[config.mk]
export PLATFORM = sky130hd
export DESIGN_NAME = mvau_weight_streamer
export DESIGN_NICKNAME = d
export VERILOG_FILES = /design/src/rtl/mvau_wstrm_pkg.sv /design/src/rtl/mvau_wstrm_fifo.sv /design/src/rtl/mvau_weight_streamer.sv
export SDC_FILE = /design/constraint.sdc
export NUM_CORES = 1
export LEC_CHECK = 0
export BUFFER_PORTS_ARGS = -buffer_cell sky130_fd_sc_hd__buf_2
export CAP_MARGIN = 5
export CORE_MARGIN = 4
export CORE_UTILIZATION = 40
export CTS_BUF_LIST = sky130_fd_sc_hd__clkbuf_4 sky130_fd_sc_hd__clkbuf_8
export CTS_CLUSTER_DIAMETER = 60
export DETAILED_ROUTE_END_ITERATION = 10
export PLACE_DENSITY = 0.69
export SETUP_SLACK_MARGIN = 0.2
export SYNTH_ARGS = -nofsm -noshare
export SYNTH_HDL_FRONTEND = slang
export SYNTH_HIERARCHICAL = 1
export SYNTH_SLANG_ARGS = --single-unit
[constraint.sdc]
create_clock -name aclk -period 3.6 [get_ports aclk]
set_input_delay 0.18 -clock aclk [delete_from_list [all_inputs] [get_ports aclk]]
set_output_delay 0.18 -clock aclk [all_outputs]
set_load 0.02 [all_outputs]
[src/rtl/mvau_wstrm_pkg.sv]
// Shared types and constants for the MVAU weight streamer.
package mvau_wstrm_pkg;

  typedef enum logic [1:0] {
    IDLE,
    RUN,
    DRAIN
  } wstrm_state_t;

  localparam int unsigned WSTRM_FIFO_DEPTH = 2;
  localparam int unsigned WSTRM_STAT_BW    = 32;

endpackage

[src/rtl/mvau_wstrm_fifo.sv]
// Output buffer for the weight streamer: push/occupancy on the input side,
// valid/ready on the output side. The head word is held until it is popped.
module mvau_wstrm_fifo
  import mvau_wstrm_pkg::*;
#(
  parameter int unsigned W = 2
) (
  input  logic                                       aclk,
  input  logic                                       aresetn,
  input  logic                                       push,
  input  logic [W-1:0]                               din,
  output logic [$clog2(WSTRM_FIFO_DEPTH+1)-1:0]      occ,
  output logic                                       out_v,
  input  logic                                       out_rdy,
  output logic [W-1:0]                               dout
);

  localparam int unsigned PTR_BW = $clog2(WSTRM_FIFO_DEPTH);
  localparam int unsigned OCC_BW = $clog2(WSTRM_FIFO_DEPTH + 1);

  logic [W-1:0]      mem [WSTRM_FIFO_DEPTH];
  logic [PTR_BW-1:0] rd_ptr;
  logic [PTR_BW-1:0] wr_ptr;
  logic              pop;

  assign out_v = (occ != '0);
  assign pop   = out_v & out_rdy;
  assign dout  = mem[rd_ptr];

  always_ff @(posedge aclk or negedge aresetn) begin
    if (!aresetn) begin
      for (int unsigned i = 0; i < WSTRM_FIFO_DEPTH; i++) mem[i] <= '0;
      rd_ptr <= '0;
      wr_ptr <= '0;
      occ    <= '0;
    end else begin
      if (push) begin
        mem[wr_ptr] <= din;
        wr_ptr      <= (wr_ptr == PTR_BW'(WSTRM_FIFO_DEPTH - 1)) ? '0 : wr_ptr + 1'b1;
      end
      if (pop) begin
        rd_ptr <= (rd_ptr == PTR_BW'(WSTRM_FIFO_DEPTH - 1)) ? '0 : rd_ptr + 1'b1;
      end
      case ({push, pop})
        2'b10:   occ <= occ + OCC_BW'(1);
        2'b01:   occ <= occ - OCC_BW'(1);
        default: occ <= occ;
      endcase
    end
  end

endmodule

[src/rtl/mvau_weight_streamer.sv]
// Sweeps the MVAU weight memory NUM_REPS times per start and streams words out.
// Define MVAU_WSTRM_STATS_EN to add the stall_cnt backpressure counter port.
module mvau_weight_streamer
  import mvau_wstrm_pkg::*;
#(
  parameter int unsigned SIMD         = 2,
  parameter int unsigned TW           = 1,
  parameter int unsigned WMEM_DEPTH   = 4,
  parameter int unsigned WMEM_ADDR_BW = 4,
  parameter int unsigned NUM_REPS     = 4,
  parameter int unsigned REP_BW       = 8
) (
  input  logic                     aclk,
  input  logic                     aresetn,
  input  logic                     start,
  output logic                     busy,
  output logic                     done,
  output logic [WMEM_ADDR_BW-1:0]  wmem_addr,
  input  logic [SIMD*TW-1:0]       wmem_out,
  output logic                     out_v,
  input  logic                     out_rdy,
  output logic [SIMD*TW-1:0]       out_wgt
`ifdef MVAU_WSTRM_STATS_EN
  ,
  output logic [WSTRM_STAT_BW-1:0] stall_cnt
`endif
);

  localparam int unsigned OCC_BW = $clog2(WSTRM_FIFO_DEPTH + 1);
  localparam int unsigned CR_BW  = OCC_BW + 1;

  wstrm_state_t            state_q;
  logic [WMEM_ADDR_BW-1:0] addr_q;
  logic [REP_BW-1:0]       rep_q;
  logic                    inflight_q;
  logic                    busy_q;
  logic                    done_q;
  logic [OCC_BW-1:0]       occ;
  logic                    pop;
  logic                    issue;
  logic                    last_issue;
  logic                    last_pop;

  assign wmem_addr = addr_q;
  assign busy      = busy_q;
  assign done      = done_q;
  assign pop       = out_v & out_rdy;

  // Words in the FIFO plus the read still in the memory pipeline must fit
  // in the FIFO after this cycle's pop, so read data is never dropped.
  always_comb begin
    issue      = 1'b0;
    last_issue = 1'b0;
    last_pop   = 1'b0;
    if (state_q == RUN)
      issue = (CR_BW'(occ) + CR_BW'(inflight_q)) < (CR_BW'(WSTRM_FIFO_DEPTH) + CR_BW'(pop));
    last_issue = issue && (addr_q == WMEM_ADDR_BW'(WMEM_DEPTH - 1))
                       && (rep_q == REP_BW'(NUM_REPS - 1));
    last_pop   = (state_q == DRAIN) && pop && (occ == OCC_BW'(1)) && !inflight_q;
  end

  always_ff @(posedge aclk or negedge aresetn) begin
    if (!aresetn) begin
      state_q    <= IDLE;
      addr_q     <= '0;
      rep_q      <= '0;
      inflight_q <= 1'b0;
      busy_q     <= 1'b0;
      done_q     <= 1'b0;
    end else begin
      done_q     <= 1'b0;
      inflight_q <= issue;
      case (state_q)
        IDLE: begin
          if (start) begin
            state_q <= RUN;
            busy_q  <= 1'b1;
            addr_q  <= '0;
            rep_q   <= '0;
          end
        end
        RUN: begin
          if (issue) begin
            if (addr_q == WMEM_ADDR_BW'(WMEM_DEPTH - 1)) begin
              addr_q <= '0;
              rep_q  <= rep_q + 1'b1;
            end else begin
              addr_q <= addr_q + 1'b1;
            end
          end
          if (last_issue) state_q <= DRAIN;
        end
        DRAIN: begin
          if (last_pop) begin
            state_q <= IDLE;
            busy_q  <= 1'b0;
            done_q  <= 1'b1;
          end
        end
        default: state_q <= IDLE;
      endcase
    end
  end

  mvau_wstrm_fifo #(
    .W (SIMD * TW)
  ) u_fifo (
    .aclk    (aclk),
    .aresetn (aresetn),
    .push    (inflight_q),
    .din     (wmem_out),
    .occ     (occ),
    .out_v   (out_v),
    .out_rdy (out_rdy),
    .dout    (out_wgt)
  );

`ifdef MVAU_WSTRM_STATS_EN
  always_ff @(posedge aclk or negedge aresetn) begin
    if (!aresetn) begin
      stall_cnt <= '0;
    end else if ((state_q == IDLE) && start) begin
      stall_cnt <= '0;
    end else if (out_v && !out_rdy && (stall_cnt != '1)) begin
      stall_cnt <= stall_cnt + 1'b1;
    end
  end
`endif

endmodule

; Yosys cells after proc, flatten, opt, wreduce, memory -nomap -nowiden
; Cells that the tools add are included.
[word_totals]
out_inout_bits = 9
input_bits = 6
elab_cells = 81
ff_bits = 25
[op_classes]
order_cmp = 4
bitwise = 3
reduce_logical = 16
addsub = 8
eq_ne = 12
mux = 27
[op_table]
columns = operator, count
row1 = $mux 8, 3
row2 = $pmux 8 s2, 1
row3 = $mux 2, 7
row4 = $mux 4, 3
row5 = $reduce_and 3->1, 3
row6 = $add 8x1->8 const B, 1
row7 = $eq 8x2->1 const B, 1
row8 = $ne 2x2->1 const B, 4
row9 = $pmux 4 s2, 1
row10 = $reduce_bool 2->1, 4
row11 = $mux 1, 7
row12 = $eq 2x1->1 const B, 3
row13 = $logic_and 1x1->1, 6
row14 = $pmux 2 s3, 1
row15 = $add 4x1->4 const B, 1
row16 = $bwmux 4, 1
row17 = $eq 2x2->1 const B, 2
row18 = $eq 4x2->1 const B, 1
row19 = $ge 2x2->1 const B, 2
row20 = $not 1->2, 2
row21 = $pmux 2 s2, 1
row22 = $reduce_and 4->1, 1
row23 = $add 2x1->3, 1
row24 = $add 2x1->3 const A, 1
row25 = 11 further kinds, 12

; Logic depth before layout (Yosys ltp)
[depth]
word_depth = 9
depth_mapped = 8
mapped_depth_nobuf = 7

; Hierarchy
; The synthesis kept the hierarchy.
[modules_own_cells]
columns = mod, instances, seq_area_each_um2, cells_each, area_per_inst_um2
row1 = mvau_weight_streamer, 1, 425.4, 95, 934.6
row2 = mvau_wstrm_fifo, 1, 200.2, 26, 356.6

; Worst setup path before layout
; Ideal clock, no wire load.
[synth_path]
path_kind = flip-flop to flip-flop
from = register inflight_q
to = register rep_q[4]
path_stages_with_launch = 8
n_path_buf = 1
arrival_time_ps = 1803
period_less_slack_ps = 1880
setup_ps = 77
slack_ps = 1720
required_time_ps = 3523
cell_sequence = dfrtp_1 ha_1 ha_1 inv_1 o21ai_1 buf_6 or4_1 a21oi_1
[synth_between]
elab_chain_len = 5
[synth_lines]
columns = element, line_no
row1 = "start, declared", mvau_weight_streamer.sv:35  ; logic inflight_q;
row2 = "start signal, assigned", mvau_weight_streamer.sv:72  ; inflight_q <= issue;
row3 = $add 2x1->3, mvau_weight_streamer.sv:56  ; issue = (CR_BW'(occ) + CR_BW'(inflight_q)) < (CR_BW'(WSTRM_FIFO_DEPTH) + CR_BW'(pop));
row4 = $lt 3x3->1, mvau_weight_streamer.sv:56
row5 = $mux 1, mvau_weight_streamer.sv:55  ; if (state_q == RUN)
row6 = $ne 2x2->1 (no source line), n/a
row7 = $reduce_and 4->1 (no source line), n/a
row8 = "end signal, assigned", mvau_weight_streamer.sv:86  ; rep_q <= rep_q + 1'b1;
row9 = "end, declared", mvau_weight_streamer.sv:34  ; logic [REP_BW-1:0] rep_q;
; No other way between the ends.
; A chain may end at the register's enable or synchronous reset.

; Worst setup path in the final report
[layout_path]
from = register u_fifo.occ[0]
to = register addr_q[3], in the netlist wmem_addr[3]
[layout_between]
elab_chain_len = 7
elab_cells_between_ends = 8
classes_between = add/sub (2) / order compare (1) / eq/ne (1) / mux (1) / bitwise (1) / reduce/logical (2)
[layout_lines]
columns = element, line_no
row1 = "start, declared", mvau_wstrm_fifo.sv:12  ; output logic [$clog2(WSTRM_FIFO_DEPTH+1)-1:0] occ,
row2 = "start signal, assigned", mvau_wstrm_fifo.sv:45  ; 2'b10: occ <= occ + OCC_BW'(1);
row3 = "start signal, assigned", mvau_wstrm_fifo.sv:46  ; 2'b01: occ <= occ - OCC_BW'(1);
row4 = $reduce_bool 2->1, mvau_wstrm_fifo.sv:26  ; assign out_v = (occ != '0);
row5 = $and 1x1->1, mvau_weight_streamer.sv:47  ; assign pop = out_v & out_rdy;
row6 = $add 2x1->3, mvau_weight_streamer.sv:56
row7 = $lt 3x3->1 (*), mvau_weight_streamer.sv:56
row8 = $mux 1 (*), mvau_weight_streamer.sv:55
row9 = net issue, mvau_weight_streamer.sv:40  ; logic issue;
row10 = $ne 2x2->1 (no source line) (*), n/a
row11 = $reduce_and 3->1 (no source line) (*), n/a
row12 = "end signal, assigned", mvau_weight_streamer.sv:88  ; addr_q <= addr_q + 1'b1;
row13 = "end, declared", mvau_weight_streamer.sv:33  ; logic [WMEM_ADDR_BW-1:0] addr_q;
; Mark *: on every way through the listed nets, which the timed path passes. The rest lies on a longest branch.

==> results.cfg <==
[placed_design]
numPortBuffers = 14
dp_hpwl_um = 1840
placed_area_sq_um = 1400
gp_congestion = 0.752

[clock_network]
clkSlewWorstSetupHoldPaths_ps = 150
cts_made_buffers = 3
clkLatencyLatePin_ps = 330
cts_max_path_buffers = 2
cts_tree = built
cts_hold_buffers = 1
cts_setup_buffers = 0
root_buffer = clkbuf_4
cts.sinks = 25
htreeDepth = 1
cts_resized = 0

[detailed_routing]
ant_nets = 0
post_drt_wl_per_cell_um = 13.5
drt_iter0_drc = 50
routed_wl_um = 2460
via_per_inst = 5.25
drc = 0
routed-via-count = 956
first_pass_iters = 4

[finish]
stdcell_area_sq_um = 1440
fillers = 295
area_delta_synth_final_pct = 11.6
drive_gt1_share_pct = 20.3
multi_input_area_sq_um = 632
seq_area_sq_um = 626
diodes = 0
layout.nets = 150

[sta]
period_share_pct = 66.7
hold_violations = 0
drv_slew = 0
rsz0062_at_grt = no
post-route-min-period_ps = 2400
relSlewSlack_pct = 55.6
skew_ps = 11.5
setup_viol = 0
clock.fmax_mhz = 416
worst_pin_slew_ps = 661
fin_tns_setup_ps = 0

[hold_path]
hold_class = primary input to register
whs_path_depth = 2
hold_end = u_fifo/mem[3]
min_from = wmem_out[1]

[power_and_ir_drop]
p_per_area_nw_per_um2 = 799
p_leak_nw = 0.703
vdd_drop_max_mv = 0.384

[floorplan]
core_area_sq_um = 3080
rows = 20
io_pins = 15
initial_utilization_pct = 42.0
die_area_sq_um = 4200
fp.dieH_um = 64.8
die_w_um = 64.8

[logic_synthesis]
synthArstFlopShare_pct = 100
syn_area_sq_um = 1290
yosysUniqueCellTypes = 35
synth_flop_cell = dfrtp_1
ys_seq_elements = 25
synth.yosys.seq_area_share_pct = 48.4
syn-instance-count = 121
yosys_warnings = 6
synth.net_count = 132
synth_edf_count = 0
syn_area_per_cell_sq_um = 10.7

[critical_path]
cp.required_ps = 3830
crit_slowest_cell = o21ai_1
cp_data_arrival_time_ps = 2630
rrSetupSlack_ps = 1200
cp.buffers_inverters = 2
cp_top_family = compound AO/OA/AOI/OAI gates
critPathCaptureType = register
crit_type = register to register
critPathMaxStageDelay_ps = 540
cp_cell_sequence = ha_1, ha_1, inv_1, o21ai_1, inv_1, and3_1, a211o_1
r2r_end = wmem_addr[3]
r2r_start = u_fifo/occ[0]
reg2regPathDepth = 7
start_kind = register
critPathMaxFanout = 11

[global_route]
grt_max_degree = 26
antenna_found_initial = 0
first_global_vias = 951
gr-total-overflow = 0
grt_util_all_layers_pct = 13.1
grt_pass1_wl_um = 4320

[run]
maxCapViolCount = 0

[outcome]
status = finished clean
[power breakdown]
part,internal [mW],total (mW),switching [mW]
Sequential,0.375,0.467,0.0912
Clock,0.0426,0.133,0.0904
Combinational,0.237,0.553,0.315
Total,0.655,1.15,0.497
[metrics by stage]
step	hold WS [ps]	instances	power, mW	worst slack [ps]	util [%]
floorplan	-116	121	0.906	1720	-
global placement	195	177	1.00	1410	45.5
detailed placement	198	177	1.02	1300	45.5
CTS	79.2	182	1.16	1250	46.8
global route	62.2	182	1.25	1000	46.8
finish	83.1	182	1.15	1200	46.8
[area by class of cell]
cell class,count,area share (%)
clock buffer,3,1.56
clock inverter,1,0.521
inverter,5,1.30
multi-input combinational,89,43.8
sequential,25,43.4
tap,44,3.82
timing repair buffer,15,5.56
[cell usage after synthesis, drive strengths merged (2+ instances only)]
library cell | instances | share of area, %
dfrtp | 25 | 48
nand2 | 13 | 3.8
mux2 | 6 | 5.2
nor2 | 6 | 1.7
and2 | 5 | 2.6
ha | 5 | 4.8
inv | 5 | 1.5
xor2 | 5 | 3.4
a21oi | 4 | 1.6
and3 | 4 | 1.9
nand3 | 4 | 1.6
o21ai | 4 | 1.5
or4 | 4 | 2.3
mux2i | 3 | 2.3
nand3b | 3 | 1.7
o31ai | 3 | 1.7
nor2b | 2 | 0.97
nor3 | 2 | 0.78
nor3b | 2 | 1.9
o2111ai | 2 | 1.4
xnor2 | 2 | 1.4
[worst max path at each step]
stage	startpoint	endpoint	slack [ps]	cells past startpoint
2_1_floorplan	inflight_q	rep_q[4]	1720	7
3_3_place_gp	u_fifo/occ[0]	wmem_addr[3]	1410	7
3_5_place_dp	inflight_q	wmem_addr[3]	1300	7
4_1_cts	u_fifo/occ[0]	wmem_addr[3]	1250	7
5_1_grt	u_fifo/occ[0]	wmem_addr[3]	1000	7
6_report	u_fifo/occ[0]	wmem_addr[3]	1200	7
[routing by layer]
layer | global-route usage [%] | vias to the layer above | share of wire [%]
met3 | 3.99 | 5 | 5.2
met2 | 21.1 | 22 | 48
li1 | - | 467 | -
met1 | 17.0 | 462 | 45
met4 | 3.96 | 0 | 1.4
met5 | 0 | - | 0
[state kept, by name, indices dropped and copies added, names as in the netlist]
register	flops
u_fifo/wr_ptr	1
done	1
inflight_q	1
busy	1
u_fifo/occ	2
u_fifo/mem	4
u_fifo/rd_ptr	1
wmem_addr	4
state_q	2
rep_q	8
[cell families (layout without fill, tap and decap cells)]
kind of cell / Yosys count / after routing / share of synthesized area (%)
buffers and inverters: 7 / 24 / 2.62
muxes: 9 / 9 / 7.56
DFF: 25 / 25 / 48.4
AOI/OAI and AO/OA: 16 / 16 / 8.04
and+or+nand+nor: 52 / 52 / 23.7
adders and majority gates: 5 / 5 / 4.84
xor gates and xnor gates: 7 / 7 / 4.75
[cell usage in the layout, fill, tap and decap left out, types with 5 or more instances in the layout]
master,instances
nand2_1,13
ha_1,5
inv_1,5
nor2_1,6
dfrtp_1,25
xor2_1,5
mux2_2,6
buf_2,14
[worst reg2reg max path, stage by stage, from the launching register on]
cell and delay [ps]:
dfrtp_1 470, ha_1 220, ha_1 290, inv_1 60
o21ai_1 540, inv_1 260, and3_1 240, a211o_1 220
Note: power is estimated with default switching activity, not from simulation.
